--- src/rtl/riscv_pkg.sv ---
// Shared RV32 definitions used by fetch and decode.
package riscv_pkg;

  localparam int          XLEN             = 32;
  localparam logic [31:0] RESET_PC_DEFAULT = 32'h0100_0000;
  localparam logic [31:0] NOP              = 32'h0000_0013;

  localparam logic [6:0] OPC_LUI    = 7'b0110111;
  localparam logic [6:0] OPC_AUIPC  = 7'b0010111;
  localparam logic [6:0] OPC_JAL    = 7'b1101111;
  localparam logic [6:0] OPC_JALR   = 7'b1100111;
  localparam logic [6:0] OPC_BRANCH = 7'b1100011;
  localparam logic [6:0] OPC_LOAD   = 7'b0000011;
  localparam logic [6:0] OPC_STORE  = 7'b0100011;
  localparam logic [6:0] OPC_OP_IMM = 7'b0010011;
  localparam logic [6:0] OPC_OP     = 7'b0110011;

  typedef enum logic [1:0] {
    BOOT = 2'd0,
    RUN  = 2'd1,
    HALT = 2'd2
  } fetch_state_t;

  function automatic logic is_word_aligned(input logic [XLEN-1:0] addr);
    return addr[1:0] == 2'b00;
  endfunction

endpackage

--- src/rtl/fetch_unit_if.sv ---
// Bus bundle between fetch and its neighbours: imem request/response, decode handshake, redirect.
interface fetch_unit_if;
  import riscv_pkg::*;

  logic            imem_req_valid;
  logic            imem_req_ready;
  logic [XLEN-1:0] imem_req_addr;
  logic            imem_rsp_valid;
  logic [XLEN-1:0] imem_rsp_data;
  logic            instr_valid;
  logic            instr_ready;
  logic [XLEN-1:0] instruction;
  logic [XLEN-1:0] instr_pc;
  logic            redirect_valid;
  logic [XLEN-1:0] redirect_pc;
  logic            fetch_fault;

  modport master (
    output imem_req_valid, imem_req_addr, instr_valid, instruction, instr_pc, fetch_fault,
    input  imem_req_ready, imem_rsp_valid, imem_rsp_data, instr_ready, redirect_valid, redirect_pc
  );

  modport slave (
    input  imem_req_valid, imem_req_addr, instr_valid, instruction, instr_pc, fetch_fault,
    output imem_req_ready, imem_rsp_valid, imem_rsp_data, instr_ready, redirect_valid, redirect_pc
  );

endinterface

--- src/rtl/fetch_fifo.sv ---
// Synchronous instruction FIFO holding {word, pc}; a pop frees its slot for a same-cycle push.
module fetch_fifo #(
  parameter int DEPTH = 2,
  parameter int WIDTH = 32
) (
  input  logic                   clock,
  input  logic                   reset,
  input  logic                   flush,
  input  logic                   push,
  input  logic [WIDTH-1:0]       push_data,
  input  logic [WIDTH-1:0]       push_pc,
  input  logic                   pop,
  output logic [WIDTH-1:0]       head_data,
  output logic [WIDTH-1:0]       head_pc,
  output logic [$clog2(DEPTH):0] count,
  output logic                   full,
  output logic                   empty
);

  localparam int AW = $clog2(DEPTH);

  logic [WIDTH-1:0] data_mem [DEPTH];
  logic [WIDTH-1:0] pc_mem   [DEPTH];
  logic [AW-1:0]    wr_ptr;
  logic [AW-1:0]    rd_ptr;
  logic             do_push;
  logic             do_pop;

  assign empty     = (count == '0);
  assign full      = (count == (AW+1)'(DEPTH));
  assign do_pop    = pop && !empty;
  assign do_push   = push && (!full || do_pop);
  assign head_data = data_mem[rd_ptr];
  assign head_pc   = pc_mem[rd_ptr];

  // Storage is cleared on reset so the head outputs read zero out of reset.
  always_ff @(posedge clock or posedge reset) begin
    if (reset) begin
      wr_ptr <= '0;
      rd_ptr <= '0;
      count  <= '0;
      for (int i = 0; i < DEPTH; i++) begin
        data_mem[i] <= '0;
        pc_mem[i]   <= '0;
      end
    end else if (flush) begin
      wr_ptr <= '0;
      rd_ptr <= '0;
      count  <= '0;
    end else begin
      if (do_push) begin
        data_mem[wr_ptr] <= push_data;
        pc_mem[wr_ptr]   <= push_pc;
        wr_ptr           <= wr_ptr + 1'b1;
      end
      if (do_pop) begin
        rd_ptr <= rd_ptr + 1'b1;
      end
      if (do_push && !do_pop) begin
        count <= count + 1'b1;
      end else if (do_pop && !do_push) begin
        count <= count - 1'b1;
      end
    end
  end

endmodule

--- src/rtl/fetch_unit.sv ---
// Instruction fetch: PC, credit-limited imem requests, wrong-path response dropping and
// a small FIFO feeding decode.
module fetch_unit
  import riscv_pkg::*;
#(
  parameter logic [31:0] RESET_PC  = RESET_PC_DEFAULT,
  parameter int          BUF_DEPTH = 2,
  parameter int          MAX_OUTST = 2
) (
  input logic          clock,
  input logic          reset,
  fetch_unit_if.master bus
);

  localparam int OW = $clog2(MAX_OUTST + 1);
  localparam int PW = (MAX_OUTST > 1) ? $clog2(MAX_OUTST) : 1;

  fetch_state_t          state_q, state_d;
  logic [XLEN-1:0]       pc_q;
  logic [OW-1:0]         outst_q, outst_next;
  logic [OW-1:0]         drop_q;
  logic [XLEN-1:0]       pcq_mem [MAX_OUTST];
  logic [PW-1:0]         pcq_wr, pcq_rd;

  logic                  redirect_ok;
  logic                  redirect_bad;
  logic                  credit_ok;
  logic                  req_valid;
  logic                  req_fire;
  logic                  rsp;
  logic                  fifo_push;
  logic                  fifo_pop;
  logic [XLEN-1:0]       credit_used;
  logic [XLEN-1:0]       head_data, head_pc;
  logic [$clog2(BUF_DEPTH):0] fifo_count;
  logic                  fifo_full, fifo_empty;

  assign rsp          = bus.imem_rsp_valid;
  assign redirect_ok  = (state_q == RUN) && bus.redirect_valid && is_word_aligned(bus.redirect_pc);
  assign redirect_bad = (state_q == RUN) && bus.redirect_valid && !is_word_aligned(bus.redirect_pc);

  // Reserving a FIFO slot per outstanding request means a kept response can always be pushed.
  assign credit_used = XLEN'(outst_q) + XLEN'(fifo_count);
  assign credit_ok   = (credit_used < XLEN'(BUF_DEPTH)) && (XLEN'(outst_q) < XLEN'(MAX_OUTST));

  // FSM next state and request enable; a redirect always suppresses issue that cycle.
  always_comb begin
    state_d   = state_q;
    req_valid = 1'b0;
    unique case (state_q)
      BOOT: state_d = RUN;
      RUN: begin
        if (redirect_bad) begin
          state_d = HALT;
        end
        req_valid = credit_ok && !bus.redirect_valid;
      end
      HALT:    state_d = HALT;
      default: state_d = BOOT;
    endcase
  end

  always_ff @(posedge clock or posedge reset) begin
    if (reset) begin
      state_q <= BOOT;
    end else begin
      state_q <= state_d;
    end
  end

  assign req_fire   = req_valid && bus.imem_req_ready;
  assign outst_next = outst_q + OW'(req_fire) - OW'(rsp);
  assign fifo_push  = rsp && (drop_q == '0) && !redirect_ok;
  assign fifo_pop   = bus.instr_valid && bus.instr_ready;

  // Every response retires a PC-queue entry, dropped or not, so the queue stays aligned with imem order.
  always_ff @(posedge clock or posedge reset) begin
    if (reset) begin
      pc_q    <= RESET_PC;
      outst_q <= '0;
      drop_q  <= '0;
      pcq_wr  <= '0;
      pcq_rd  <= '0;
      for (int i = 0; i < MAX_OUTST; i++) begin
        pcq_mem[i] <= '0;
      end
    end else begin
      outst_q <= outst_next;
      if (redirect_ok) begin
        pc_q   <= bus.redirect_pc;
        drop_q <= outst_next;
      end else begin
        if (req_fire) begin
          pc_q <= pc_q + 32'd4;
        end
        if (rsp && (drop_q != '0)) begin
          drop_q <= drop_q - OW'(1);
        end
      end
      if (req_fire) begin
        pcq_mem[pcq_wr] <= pc_q;
        pcq_wr          <= (pcq_wr == PW'(MAX_OUTST - 1)) ? '0 : pcq_wr + 1'b1;
      end
      if (rsp) begin
        pcq_rd <= (pcq_rd == PW'(MAX_OUTST - 1)) ? '0 : pcq_rd + 1'b1;
      end
    end
  end

  fetch_fifo #(
    .DEPTH (BUF_DEPTH),
    .WIDTH (XLEN)
  ) u_fifo (
    .clock     (clock),
    .reset     (reset),
    .flush     (redirect_ok),
    .push      (fifo_push && (!fifo_full || fifo_pop)),
    .push_data (bus.imem_rsp_data),
    .push_pc   (pcq_mem[pcq_rd]),
    .pop       (fifo_pop),
    .head_data (head_data),
    .head_pc   (head_pc),
    .count     (fifo_count),
    .full      (fifo_full),
    .empty     (fifo_empty)
  );

  assign bus.imem_req_valid = req_valid;
  assign bus.imem_req_addr  = pc_q;
  assign bus.instr_valid    = !fifo_empty;
  assign bus.instruction    = head_data;
  assign bus.instr_pc       = head_pc;
  assign bus.fetch_fault    = (state_q == HALT);

endmodule

--- src/flat_wrapper.sv ---
// flat-port wrapper written by rule: the top's interface ports become plain ports
module fetch_unit_flat import riscv_pkg::*;
#(
  parameter logic [31:0] RESET_PC  = RESET_PC_DEFAULT,
  parameter int          BUF_DEPTH = 2,
  parameter int          MAX_OUTST = 2
)
  (clock, reset, bus_imem_req_valid, bus_imem_req_addr, bus_instr_valid, bus_instruction, bus_instr_pc, bus_fetch_fault, bus_imem_req_ready, bus_imem_rsp_valid, bus_imem_rsp_data, bus_instr_ready, bus_redirect_valid, bus_redirect_pc);
  fetch_unit_if bus_i ();
  input logic clock;
  input logic reset;
  output wire logic [$bits(bus_i.imem_req_valid)-1:0] bus_imem_req_valid;
  output wire logic [$bits(bus_i.imem_req_addr)-1:0] bus_imem_req_addr;
  output wire logic [$bits(bus_i.instr_valid)-1:0] bus_instr_valid;
  output wire logic [$bits(bus_i.instruction)-1:0] bus_instruction;
  output wire logic [$bits(bus_i.instr_pc)-1:0] bus_instr_pc;
  output wire logic [$bits(bus_i.fetch_fault)-1:0] bus_fetch_fault;
  input wire logic [$bits(bus_i.imem_req_ready)-1:0] bus_imem_req_ready;
  input wire logic [$bits(bus_i.imem_rsp_valid)-1:0] bus_imem_rsp_valid;
  input wire logic [$bits(bus_i.imem_rsp_data)-1:0] bus_imem_rsp_data;
  input wire logic [$bits(bus_i.instr_ready)-1:0] bus_instr_ready;
  input wire logic [$bits(bus_i.redirect_valid)-1:0] bus_redirect_valid;
  input wire logic [$bits(bus_i.redirect_pc)-1:0] bus_redirect_pc;
  assign bus_imem_req_valid = bus_i.imem_req_valid;
  assign bus_imem_req_addr = bus_i.imem_req_addr;
  assign bus_instr_valid = bus_i.instr_valid;
  assign bus_instruction = bus_i.instruction;
  assign bus_instr_pc = bus_i.instr_pc;
  assign bus_fetch_fault = bus_i.fetch_fault;
  assign bus_i.imem_req_ready = bus_imem_req_ready;
  assign bus_i.imem_rsp_valid = bus_imem_rsp_valid;
  assign bus_i.imem_rsp_data = bus_imem_rsp_data;
  assign bus_i.instr_ready = bus_instr_ready;
  assign bus_i.redirect_valid = bus_redirect_valid;
  assign bus_i.redirect_pc = bus_redirect_pc;
  fetch_unit #(.RESET_PC(RESET_PC), .BUF_DEPTH(BUF_DEPTH), .MAX_OUTST(MAX_OUTST)) u_core (.clock(clock), .reset(reset), .bus(bus_i));
endmodule
--- config.mk ---
export PLATFORM = sky130hd
export DESIGN_NAME = fetch_unit_flat
export DESIGN_NICKNAME = d
export VERILOG_FILES = /design/src/rtl/riscv_pkg.sv /design/src/rtl/fetch_unit_if.sv /design/src/rtl/fetch_fifo.sv /design/src/rtl/fetch_unit.sv /design/src/flat_wrapper.sv
export SDC_FILE = /design/constraint.sdc
export NUM_CORES = 1
export LEC_CHECK = 0
export CAP_MARGIN = 20
export CELL_PAD_IN_SITES_DETAIL_PLACEMENT = 2
export CELL_PAD_IN_SITES_GLOBAL_PLACEMENT = 2
export CORE_AREA = 2 2 155 157
export DETAILED_ROUTE_END_ITERATION = 7
export DIE_AREA = 0 0 157 159
export DONT_BUFFER_PORTS = 1
export PLACE_DENSITY = 0.87
export SLEW_MARGIN = 10
export SYNTH_ARGS = -nofsm -noshare
export SYNTH_HDL_FRONTEND = slang
export SYNTH_SLANG_ARGS = --single-unit
--- constraint.sdc ---
create_clock -name clock -period 21.6 [get_ports clock]
set_input_delay 2.16 -clock clock [delete_from_list [all_inputs] [get_ports clock]]
set_output_delay 2.16 -clock clock [all_outputs]
set_load 0.01 [all_outputs]
==> results by group <==
Power and ir drop
  – Switching Power: 0.0006654 W
  – Pwr/cell area: 156.5 nW/um^2
  – Power share of the sequential group: 43.5%
  – Internal portion of total power: 0.001186 W
  – Sw frac: 35.93%
  – Clock power share: 27.7%
  – Maximum resistive drop on vdd: 0.06679 mV
  – Leakage dissipation: 5.336 nW
  – Logic gate share of total power: 28.7%

Worst hold path
  – Startpoint of the tightest hold check path: u_core.u_fifo.pc_mem[11]$_DFFE_PP0P_
  – Kind of path behind the tightest hold check: reg2reg
  – Number of cells traversed by the worst hold path: 2
  – Worst hold endpoint: u_core.u_fifo.pc_mem[11]$_DFFE_PP0P_

CTS
  – Number of setup buffers added after CTS: 0
  – Maximum clock path buffer count: 3
  – Num CTS Buffers: 27
  – Number of buffers added to fix hold violations after cts: 0
  – Clock slew at reported path FFs: 0.06 ns
  – Insertion delay to the later sink of the worst-skew pair: 0.53 ns
  – Clock root cell: clkbuf_16
  – Number of H-tree levels: 1
  – Count of instances resized after the clock tree is built: 0
  – TritonCTS clock tree: built
  – CTS Sinks: 236

Drt
  – Detailed router's first-iteration violation count: 355
  – DRT Wirelength: 28,330 microns
  – Total number of vias: 6,639
  – Number of detailed-routing iterations run before antenna repair: 4
  – DR WL/cell: 23.99 microns
  – Post-detailed-route count of antenna-violating nets: 0
  – Routed via count divided by cell count: 5.622
  – Number of design rule violations left after detail routing: 0

Setup path
  – CP max stage cell: or4_1
  – Stage delay of the slowest cell on the critical path: 0.78 ns
  – Setup slack on the worst flop-to-flop path: 17.96 ns
  – Critical path data arrival time: 3.22 ns
  – Start point of the critical path: bus_redirect_valid
  – Crit Reg-Reg Endpoint: u_core.u_fifo.data_mem[18]$_DFFE_PP0P_
  – Max Fanout on Critical Path: 5
  – Category of the critical setup timing path: in2out
  – Family with the most delay on the worst path: simple AND/OR/NAND/NOR gates
  – Sum of buffers and inverters on the critical path: 0
  – Critical Path Sink Type: output port
  – Worst reg-to-reg path cell count: 8
  – Cell breakdown of the critical path: or4_1 -> nor2_1
  – Crit start category: input pin
  – Worst endpoint required time: 19.44 ns
  – Beginning of the worst register-to-register path: u_core.state_q[1]$_DFFE_PP0P_

STA
  – Maximum frequency from static timing analysis: 0.1859 GHz
  – Slew at the pin closest to its max-slew limit: 1.030 ns
  – Final total negative setup slack: 0 ns
  – Final setup viols: 0
  – Worst max-slew margin expressed relative to the limit: 31.30%
  – Fin. Hold Viols: 0
  – RSZ-0062 raised after global routing: no
  – Clock period minus final worst setup slack: 5.379 ns
  – Maximum clock skew at final layout: 0.01165 ns
  – Max Transition Viols Final: 0
  – Ratio of final minimum period to clock period: 24.90%

Global route
  – Remaining Overflow, GRT: 0
  – All-Layer GR Usage: 22.92%
  – Global-route wire length before repair: 44,520 microns
  – Pin count of the biggest net entering global routing: 108
  – Initial antenna violation count: 0
  – Number of global-route vias before repair: 7,685

Die
  – Core region area: 23,190 sq um
  – Die ar.: 24,960 sq um
  – Chip Width: 157 microns
  – Die H: 159 microns
  – Top-Level Pins: 169
  – Starting utilization of the core area: 45.46%
  – # rows: 56

Placement
  – Routability cong.: 0.7136
  – DP Cell Count: 1,132
  – Cell Area, Placed: 10,830 sq um
  – Dpl hpwl: 18,120 microns
  – # port buffers: 0

Run status
  – Result of the run: finished, final reports clean

Flow run
  – Max-capacitance violation count: 0

Finish
  – Inserted Diodes: 0
  – Net count reported at finish: 921
  – Non-Filler Instances: 1,181
  – Ratio of cells with drive above 1 in the final layout: 25.06%
  – Post-route design area: 11,830 sq um
  – Commonest non-fill, non-tap cell in the layout: dfrtp_1
  – Area overhead of the layout relative to synthesis: 12.23%
  – Commonest cells after routing, fill and taps aside: dfrtp_1 (233), mux2_2 (142), nand2_1 (82)

Logic synthesis
  – Number of storage elements in the synthesis netlist: 236
  – Main synth FF type: dfrtp_1
  – Average size of a mapped cell: 12.35 sq um
  – Post-Syn Area: 10,540 sq um
  – Async S/R FF share, synth: 100.0%
  – Post-synthesis sequential area ratio: 56.02%
  – Count of unique library cells instantiated by Yosys: 42
  – Count of yosys warnings during synthesis: 0
  – Cells after synthesis: 854
  – Syn nets: 933
  – Number of synthesized flops with an enable pin: 0
==> power by group through the flow <==
stage / Clock (W) / Sequential [W] / Combinational [W]
after detailed placement: 0 / 0.000813 / 0.000531
after floorplan: 0 / 0.000718 / 0.000449
after global placement: 0 / 0.000795 / 0.000499
after CTS: 0.000525 / 0.000809 / 0.000542
final: 0.000514 / 0.000806 / 0.000532
after global routing: 0.000542 / 0.000835 / 0.000587
==> area by class of cell <==
class / instances / area (sq um)
Sequential cell: 236 / 5912
Tap cell: 319 / 399.1
Inverter: 9 / 41.29
Timing Repair Buffer: 9 / 67.56
Clock inverter: 22 / 327.8
Clock buffer: 27 / 675.6
Fill cell: 2197 / 11360
Multi-Input combinational cell: 559 / 4410
==> per-layer routing <==
metal,track usage (%),wire length (microns),vias to the layer above
met5,0,0,-
met4,5.171,492,0
met3,6.260,2163,37
met2,40.57,14320,171
met1,27.74,11350,3470
li1,-,-,2961
==> worst max path at each step <==
stage,to,slack (ns),cells after the start
after global placement,bus_imem_req_valid,16.23,2
after global routing,bus_imem_req_valid,16.19,2
after detailed placement,bus_imem_req_valid,16.21,2
after CTS,bus_imem_req_valid,16.21,2
final,bus_imem_req_valid,16.22,2
after floorplan,u_core.bus.imem_req_addr[0]$_DFFE_PP0P_,12.97,1
==> Yosys cell counts (all sizes together), types with 3 or more instances <==
cell type | instances | share of area (%)
dfrtp | 235 | 56
mux2 | 192 | 21
nand2 | 83 | 3.0
o21ai | 65 | 3.1
nor2 | 44 | 1.7
a21oi | 37 | 1.8
mux2i | 33 | 3.1
xor2 | 28 | 2.3
buf | 25 | 1.3
clkbuf | 25 | 0.89
nand3 | 14 | 0.71
nand4 | 12 | 0.71
inv | 9 | 0.32
ha | 8 | 0.95
xnor2 | 8 | 0.66
and3 | 5 | 0.30
nor3 | 5 | 0.39
nor4 | 5 | 0.70
nand4b | 3 | 0.25
==> flip-flops by register name (all words and copies together) (netlist names) <==
| signal | count |
|---|---|
| u_core.bus.imem_req_addr | 32 |
| u_core.drop_q | 2 |
| u_core.outst_q | 2 |
| u_core.pcq_mem | 64 |
| u_core.pcq_rd | 1 |
| u_core.pcq_wr | 1 |
| u_core.state_q | 2 |
| u_core.u_fifo.count | 2 |
| u_core.u_fifo.data_mem | 64 |
| u_core.u_fifo.pc_mem | 64 |
| u_core.u_fifo.rd_ptr | 1 |
| u_core.u_fifo.wr_ptr | 1 |
==> per-stage QoR <==
stage	total power (W)	utilization [%]	hold WS, ns	worst slack [ns]
after floorplan	0.001167	-	0.4444	12.97
after global placement	0.001293	46.70	0.4455	16.23
after detailed placement	0.001344	46.70	0.4696	16.21
after CTS	0.001877	51.03	0.4837	16.21
after global routing	0.001963	51.03	0.5026	16.19
final	0.001852	51.03	0.4761	16.22
==> kinds of logic after synthesis <==
| logic type | after synthesis | synth area share [%] |
|---|---|---|
| XOR/XNOR | 36 | 2.990 |
| adder cells (fa/ha/maj) | 9 | 1.139 |
| multiplexers | 225 | 23.64 |
| AND/OR/NAND/NOR | 186 | 8.805 |
| AO/OA/AOI/OAI | 103 | 4.901 |
| flip-flops | 236 | 56.02 |
| buffers and inverters | 59 | 2.504 |
Power figures use the tool's default switching activity.
